**config.mk**
```make
export PLATFORM = sky130hd
export DESIGN_NAME = ram_dma_master
export DESIGN_NICKNAME = d
export VERILOG_FILES = /design/src/rtl/ram_dma_pkg.sv /design/src/rtl/ram_dma_addr_gen.sv /design/src/rtl/ram_dma_master.sv
export SDC_FILE = /design/constraint.sdc
export NUM_CORES = 1
export LEC_CHECK = 0
export CELL_PAD_IN_SITES_DETAIL_PLACEMENT = 1
export CELL_PAD_IN_SITES_GLOBAL_PLACEMENT = 1
export CORE_MARGIN = 2
export CORE_UTILIZATION = 39
export CTS_CLUSTER_DIAMETER = 200
export DETAILED_ROUTE_END_ITERATION = 12
export HOLD_SLACK_MARGIN = 0.03
export PLACE_DENSITY_LB_ADDON = 0.1
export SYNTH_ARGS = -nofsm -noshare
export SYNTH_HDL_FRONTEND = slang
export SYNTH_SLANG_ARGS = --single-unit
```
**constraint.sdc**
```tcl
create_clock -name clk -period 5.55 [get_ports clk]
set_input_delay 1.11 -clock clk [delete_from_list [all_inputs] [get_ports clk]]
set_output_delay 1.11 -clock clk [all_outputs]
set_load 0.02 [all_outputs]
```
**src/rtl/ram_dma_pkg.sv**
```systemverilog
// ram_dma_pkg: state encoding and bus constants shared by the RAM DMA master slice
//   S_*        : FSM state codes (IDLE, REQ, RD, RWAIT, WR, DONE)
//   WORD_BYTES : byte stride between consecutive 32-bit words
//   ZERO_WORD  : value driven on unused data lines
package ram_dma_pkg;
  typedef logic [2:0] state_t;
  localparam state_t S_IDLE  = 3'd0;
  localparam state_t S_REQ   = 3'd1;
  localparam state_t S_RD    = 3'd2;
  localparam state_t S_RWAIT = 3'd3;
  localparam state_t S_WR    = 3'd4;
  localparam state_t S_DONE  = 3'd5;
  localparam int WORD_BYTES = 4;
  localparam logic [31:0] ZERO_WORD = 32'h0;
endpackage

```
**src/rtl/ram_dma_addr_gen.sv**
```systemverilog
// ram_dma_addr_gen: current source/destination addresses and remaining word count
//   clk, rst        : clock, asynchronous active-low reset
//   load            : latch src/dst/len for a new transfer
//   step            : advance both addresses by one word and consume one count
//   src, dst, len   : transfer parameters sampled on load
//   cur_src/cur_dst : addresses of the word in flight (wrap modulo 2^ADDR_W)
//   last            : the word in flight is the final one (count hits zero on this step)
module ram_dma_addr_gen
  import ram_dma_pkg::*;
#(
  parameter int ADDR_W = 32,
  parameter int LEN_W  = 16
) (
  input  logic              clk,
  input  logic              rst,
  input  logic              load,
  input  logic              step,
  input  logic [ADDR_W-1:0] src,
  input  logic [ADDR_W-1:0] dst,
  input  logic [LEN_W-1:0]  len,
  output logic [ADDR_W-1:0] cur_src,
  output logic [ADDR_W-1:0] cur_dst,
  output logic              last
);
  logic [LEN_W-1:0] count;
  always_ff @(posedge clk or negedge rst)
    if (!rst) begin
      cur_src <= '0;
      cur_dst <= '0;
      count   <= '0;
    end else if (load) begin
      cur_src <= src;
      cur_dst <= dst;
      count   <= len;
    end else if (step) begin
      cur_src <= cur_src + ADDR_W'(WORD_BYTES);
      cur_dst <= cur_dst + ADDR_W'(WORD_BYTES);
      count   <= count - 1'b1;
    end
  assign last = count == LEN_W'(1);
endmodule

```
**src/rtl/ram_dma_master.sv**
```systemverilog
// ram_dma_master: bus initiator copying LEN words from src to dst through the RAM data port
//   clk, rst          : clock, asynchronous active-low reset
//   start             : one-cycle request, honoured only when idle
//   src, dst, len     : word-aligned byte addresses and word count
//   bus_req, bus_gnt  : data-bus arbitration handshake
//   de, drw, daddr,
//   din, dout         : RAM data port (all driven zero while de is low)
//   busy, done, err   : transfer in progress, completion pulse, rejected-start pulse
//   DMA_FILL_EN       : when defined adds fill/pattern inputs to write a constant
//                       pattern to dst words without reading the source
module ram_dma_master
  import ram_dma_pkg::*;
#(
  parameter int ADDR_W = 32,
  parameter int LEN_W  = 16,
  parameter int RD_LAT = 1
) (
  input  logic              clk,
  input  logic              rst,
  input  logic              start,
  input  logic [ADDR_W-1:0] src,
  input  logic [ADDR_W-1:0] dst,
  input  logic [LEN_W-1:0]  len,
`ifdef DMA_FILL_EN
  input  logic              fill,
  input  logic [31:0]       pattern,
`endif
  output logic              bus_req,
  input  logic              bus_gnt,
  output logic              de,
  output logic              drw,
  output logic [ADDR_W-1:0] daddr,
  output logic [31:0]       din,
  input  logic [31:0]       dout,
  output logic              busy,
  output logic              done,
  output logic              err
);
  state_t            state;
  logic [31:0]       data;
  logic [1:0]        wcnt;
  logic              fill_r;
  logic              fill_go;
  logic              aligned;
  logic              accept;
  logic              last;
  logic [ADDR_W-1:0] cur_src;
  logic [ADDR_W-1:0] cur_dst;
`ifdef DMA_FILL_EN
  assign fill_go = fill;
`else
  assign fill_go = 1'b0;
`endif
  // a fill never touches the source, so its alignment is irrelevant
  assign aligned = dst[1:0] == 2'b00 && (fill_go || src[1:0] == 2'b00);
  assign accept  = state == S_IDLE && start && aligned && len != '0;
  ram_dma_addr_gen #(
    .ADDR_W(ADDR_W),
    .LEN_W (LEN_W)
  ) u_addr (
    .clk    (clk),
    .rst    (rst),
    .load   (accept),
    .step   (state == S_WR),
    .src    (src),
    .dst    (dst),
    .len    (len),
    .cur_src(cur_src),
    .cur_dst(cur_dst),
    .last   (last)
  );
  always_ff @(posedge clk or negedge rst)
    if (!rst) begin
      state  <= S_IDLE;
      data   <= ZERO_WORD;
      wcnt   <= '0;
      fill_r <= 1'b0;
      err    <= 1'b0;
    end else begin
      err <= state == S_IDLE && start && !aligned;
      case (state)
        S_IDLE: if (start) begin
          state  <= !aligned ? S_IDLE : len == '0 ? S_DONE : S_REQ;
          fill_r <= fill_go;
`ifdef DMA_FILL_EN
          if (fill) data <= pattern;
`endif
        end
        S_REQ: if (bus_gnt) state <= fill_r ? S_WR : S_RD;
        // losing the grant mid-read drops the word; it is re-read from cur_src later
        S_RD: if (!bus_gnt) state <= S_REQ;
        else if (RD_LAT == 0) begin
          data  <= dout;
          state <= S_WR;
        end else begin
          wcnt  <= 2'(RD_LAT - 1);
          state <= S_RWAIT;
        end
        S_RWAIT: if (!bus_gnt) state <= S_REQ;
        else if (wcnt == 2'd0) begin
          data  <= dout;
          state <= S_WR;
        end else wcnt <= wcnt - 2'd1;
        // the write itself is atomic; arbitration is only rechecked before the next word
        S_WR: state <= last ? S_DONE : !bus_gnt ? S_REQ : fill_r ? S_WR : S_RD;
        default: state <= S_IDLE;
      endcase
    end
  assign busy    = state inside {S_REQ, S_RD, S_RWAIT, S_WR};
  assign bus_req = busy;
  assign done    = state == S_DONE;
  assign de      = state inside {S_RD, S_RWAIT, S_WR};
  assign drw     = state == S_WR;
  assign daddr   = drw ? cur_dst : de ? cur_src : '0;
  assign din     = drw ? data : ZERO_WORD;
endmodule

```
## After elaboration in Yosys (flattened, before gate mapping)

Index checks and enable logic that the tools add are counted.

- Register bits after elaboration: 118

- $add $sub $neg: 4
- Eq/ne operators: 12
- Mux-type cells: 23
- Reductions and logical operators: 19

Operators by type and width:

| kind | number |
|---|---|
| 2-to-1 mux 32 bit | 7 |
| adder 32 x 3 -> 32 bit, second input constant | 2 |
| 2-to-1 mux 16 bit | 2 |
| 2-to-1 mux 3 bit | 7 |
| == test 16 x 1 -> 1 bit, second input constant | 1 |
| zero test 16 bit | 1 |
| nonzero test 16 bit | 1 |
| subtractor 16 x 1 -> 16 bit, second input constant | 1 |
| one-hot mux 3 bit (5 select lines) | 1 |
| 2-to-1 mux 2 bit | 5 |
| != test 2 bit, second input constant | 5 |
| == test 3 x 2 -> 1 bit, second input constant | 2 |
| == test 3 bit, second input constant | 2 |
| zero test 2 bit | 3 |
| AND reduction 3 bit | 2 |
| logical AND 1 bit | 5 |
| one-hot mux 2 bit (2 select lines) | 1 |
| AND reduction 4 bit | 1 |
| nonzero test 2 bit | 2 |
| nonzero test 4 bit | 1 |
| == test 3 x 1 -> 1 bit, second input constant | 1 |
| zero test 3 bit | 1 |
| != test 3 bit, second input constant | 1 |
| nonzero test 3 bit | 1 |
| other kinds (2) | 2 |

## Logic depth before layout (Yosys ltp)

- Depth in word-level cells: 5
- Mapped depth: 9
- Gate-level depth less buffers: 6

## Cells and area by module

A second synthesis with hierarchy kept.

- Cells, all modules: 701
- Area, all modules: 6779.0 um^2

Modules (own cells, without submodules):

| module | instances | cells each | area an instance (um^2) |
|---|---|---|---|
| ram_dma_addr_gen | 1 | 495 | 4435.5 |
| ram_dma_master | 1 | 206 | 2343.5 |

## Least setup slack after synthesis

OpenSTA, ideal clock, no wires.

- Path kind: flip-flop to output port
- Start point: register state[0]
- End point: output port din[10]
- Data arrival time: 1878 ps
- Setup slack: 2562 ps
- Stages on the path, launching flop included: 9
- Cells stage by stage: dfrtp_1 > buf_6 > or3b_4 > buf_6 > inv_2 > buf_4 > buf_2 > clkbuf_1 > and2_1

- Longest elaborated chain between the ends: 2

RTL lines:

| element | RTL line | RTL |
|---|---|---|
| start, declared | ram_dma_master.sv:39 | `state_t state;` |
| start signal, assigned | ram_dma_master.sv:83 | `state <= !aligned ? S_IDLE : len == '0 ? S_DONE : S_REQ;` |
| start signal, assigned | ram_dma_master.sv:89 | `S_REQ: if (bus_gnt) state <= fill_r ? S_WR : S_RD;` |
| start signal, assigned | ram_dma_master.sv:105 | `S_WR: state <= last ? S_DONE : !bus_gnt ? S_REQ : fill_r ? S_WR : S_RD;` |
| == test 3 bit | ram_dma_master.sv:113 | `assign drw = state == S_WR;` |
| 2-to-1 mux 32 bit | ram_dma_master.sv:115 | `assign din = drw ? data : ZERO_WORD;` |
| end, declared | ram_dma_master.sv:33 | `output logic [31:0] din,` |

No other way between the ends.

## Worst setup path in the final report

- Start point: register state[2]
- End point: output port daddr[17]

- Longest elaborated chain between the ends: 4

RTL lines:

| element | RTL line | RTL |
|---|---|---|
| == test 3 x 2 -> 1 bit / == test 3 bit (equally long branches) | ram_dma_master.sv:112, ram_dma_master.sv:113 |  |
| nonzero test 3 bit | ram_dma_master.sv:112 | `assign de = state inside {S_RD, S_RWAIT, S_WR};` |
| 2-to-1 mux 32 bit | ram_dma_master.sv:114 | `assign daddr = drw ? cur_dst : de ? cur_src : '0;` |
| 2-to-1 mux 32 bit * | ram_dma_master.sv:114 |  |
| end, declared | ram_dma_master.sv:32 | `output logic [ADDR_W-1:0] daddr,` |

Every way passes the cells marked *; elsewhere a longest branch is shown, timed or not.

==> results.json <==
{
  "status": "completed",
  "power.total_mw": 4.313,
  "endpoint_kind": "output port",
  "synth_async_sr_flop_share": 1.000,
  "synth_top_area_share": 0.4410,
  "dieArea_mm2": 0.01823,
  "timing.rr.end": "u_addr.cur_src[16]",
  "portBuffers": 185,
  "tns_ps": 0,
  "placedCellCount": 1091,
  "cts.clk_slew.worst_paths_ps": 60,
  "slew_headroom": 0.2215,
  "final_net_count": 1011,
  "p_per_area_mw_per_mm2": 462.8,
  "crit_path_start_kind": "flop",
  "h-tree-depth": 4,
  "wl_per_cell_um": 20.93,
  "dr_total_vias": 6531,
  "cts_setup_buffers": 0,
  "synth_edf_count": 0,
  "antenna_found_initial": 0,
  "antennaDiodeCount": 0,
  "drt_iter0_markers": 342,
  "grt_pass1_wl_mm": 37.52,
  "syn_to_final_growth_pct": 39.19,
  "reg2reg_slack_ps": 2570,
  "remaining_drc_errors": 0,
  "die_w_um": 135.0,
  "final.setup_skew_ps": 9.714,
  "grt_remaining_overflow": 0,
  "firstDrtPassIters": 5,
  "grt_start_max_net_pins": 90,
  "min_to": "u_addr.cur_src[1]",
  "track_usage": 0.2646,
  "fillers": 1880,
  "seqCellArea_mm2": 0.002953,
  "cts_tree": "built",
  "ir_drop_uv": 255.8,
  "hold_viol_final": 0,
  "min_period_over_period": 0.7943,
  "cp_max_fo": 58,
  "synthCells": 722,
  "final_cell_count_no_fill": 1123,
  "hold_depth": 1,
  "cp-startpoint": "state[2]",
  "numCtsBuffers": 17,
  "avgSynthCellArea_um2": 9.273,
  "tightest_slew_ps": 1168,
  "avgViaCountPerCell": 5.816,
  "top_level_ports": 186,
  "postCtsHoldBufs": 0,
  "drive_gt1_frac": 0.09524,
  "fmax_mhz": 226.9,
  "cts_resized": 0,
  "slew_viol_final": 0,
  "synth_area_leader_cell": "dfrtp_1",
  "final_cell_mix": "clkdlybuf4s50_1 (184), dfrtp_1 (118), nand2_1 (98)",
  "hpwl_mm": 16.33,
  "yosysSeqAreaShare": 0.4410,
  "p_leak_nw": 3.601,
  "finalWirelength_mm": 23.50,
  "holdWs_ps": 489.0,
  "grt_setup_unrepaired": "no",
  "rows": 47,
  "clock_tree.buffer_depth": 2,
  "crit_arrival_ps": 3300,
  "setup_viol": 0,
  "hp-class": "reg2reg",
  "cap_violations": 0,
  "syn_area_mm2": 0.006695,
  "core_area_mm2": 0.01670,
  "required_ps": 4440,
  "cts.sinks": 118,
  "r2r-start": "state[2]",
  "syn_nets": 843,
  "die_y_um": 135.0,
  "start_util": 0.4009,
  "place_area_mm2": 0.008708,
  "ant_nets": 0,
  "min_from": "u_addr.cur_src[1]",
  "netlist-cell-type-count": 58,
  "fin_crit_ps": 4408,
  "clk_latency_ps": 420,
  "first_global_vias": 6912,
  "multi_input_area_mm2": 0.003513,
  "cts-root-buf": "clkbuf_16",
  "synth_area_leaders": "dfrtp_1 (44%), nand2_1 (5.5%), mux2_2 (5.4%), o21ai_0 (4.0%), a22o_1 (3.9%)",
  "crit_type": "reg2out",
  "mostFrequentLayoutCell": "clkdlybuf4s50_1",
  "ys.flop_type": "dfrtp_1",
  "ys_warn_count": 0,
  "place_congestion": 0.8403,
  "reg2reg_depth": 6,
  "design_area_mm2": 0.009319,
  "ys_ff_latch": 118
}
## where the power goes
group	switching, mW	internal [mW]	leakage, nW
Clock	0.395	0.750	0.303
Combinational	0.703	0.704	1.86
Sequential	0.502	1.26	1.43
## critical path, stage by stage (launching register included)
cell and delay (ps):
dfrtp_1 530, or3b_4 440, inv_2 660, buf_4 410
a22o_1 210, clkdlybuf4s50_1 610
## synth_stat cells, types with 8 or more instances
cell      number
nor4_1        11
nand4_1       26
a22o_1        30
a21oi_1       14
xor2_1        10
clkbuf_1      31
o311ai_0       8
nand2_1       98
and3_1        14
nand3_1       45
o211ai_1      18
nor3_1        13
o21ai_0       53
inv_1         11
a31oi_1       12
mux2_2        32
xnor2_1       16
nor2_1        28
dfrtp_1      118
a221o_1       11
and2_1        42
## logic make-up after synthesis
logic type               Yosys count  synth area share
AO/OA/AOI/OAI                    169            0.1744
XOR/XNOR                          26           0.03401
adder cells (fa/ha/maj)            5          0.009344
buffers and inverters             56           0.03625
flip-flops                       118            0.4410
multiplexers                      32           0.05382
AND/OR/NAND/NOR                  316            0.2512
## layer usage
layer | global-route usage | vias to the layer above | part of all wire
li1 | - | 3002 | -
met1 | 0.3519 | 3306 | 0.43
met5 | 0 | - | 0
met2 | 0.4470 | 197 | 0.50
met3 | 0.04467 | 26 | 0.051
met4 | 0.07407 | 0 | 0.013
## worst max path at each step
stage | to | cells past startpoint
after floorplan | din[10] | 8
after global placement | u_addr.cur_src[2] | 6
after detailed placement | u_addr.cur_src[27] | 6
after CTS | daddr[17] | 5
after global routing | daddr[19] | 5
final | daddr[17] | 5
## registers in the layout, indices dropped and copies added (netlist names)
register	cells
state	3
u_addr.cur_src	32
err	1
wcnt	2
data	32
u_addr.count	16
u_addr.cur_dst	32
## layout make-up
| cell class | instances | area share |
|---|---|---|
| clock inverters | 9 | 0.01316 |
| flip-flops and latches | 118 | 0.3169 |
| clock buffers | 23 | 0.05236 |
| inverters | 12 | 0.004834 |
| multi-input cells | 548 | 0.3770 |
| repair buffers | 193 | 0.2062 |
| well taps | 220 | 0.02954 |
## through the flow
step / utilization / setup WS (ps)
after floorplan: - / 2562
after global placement: 0.5214 / 1710
after detailed placement: 0.5214 / 1570
after CTS: 0.5580 / 1127
after global routing: 0.5580 / 964.4
final: 0.5580 / 1142
Note: power is estimated with default switching activity, not from simulation.
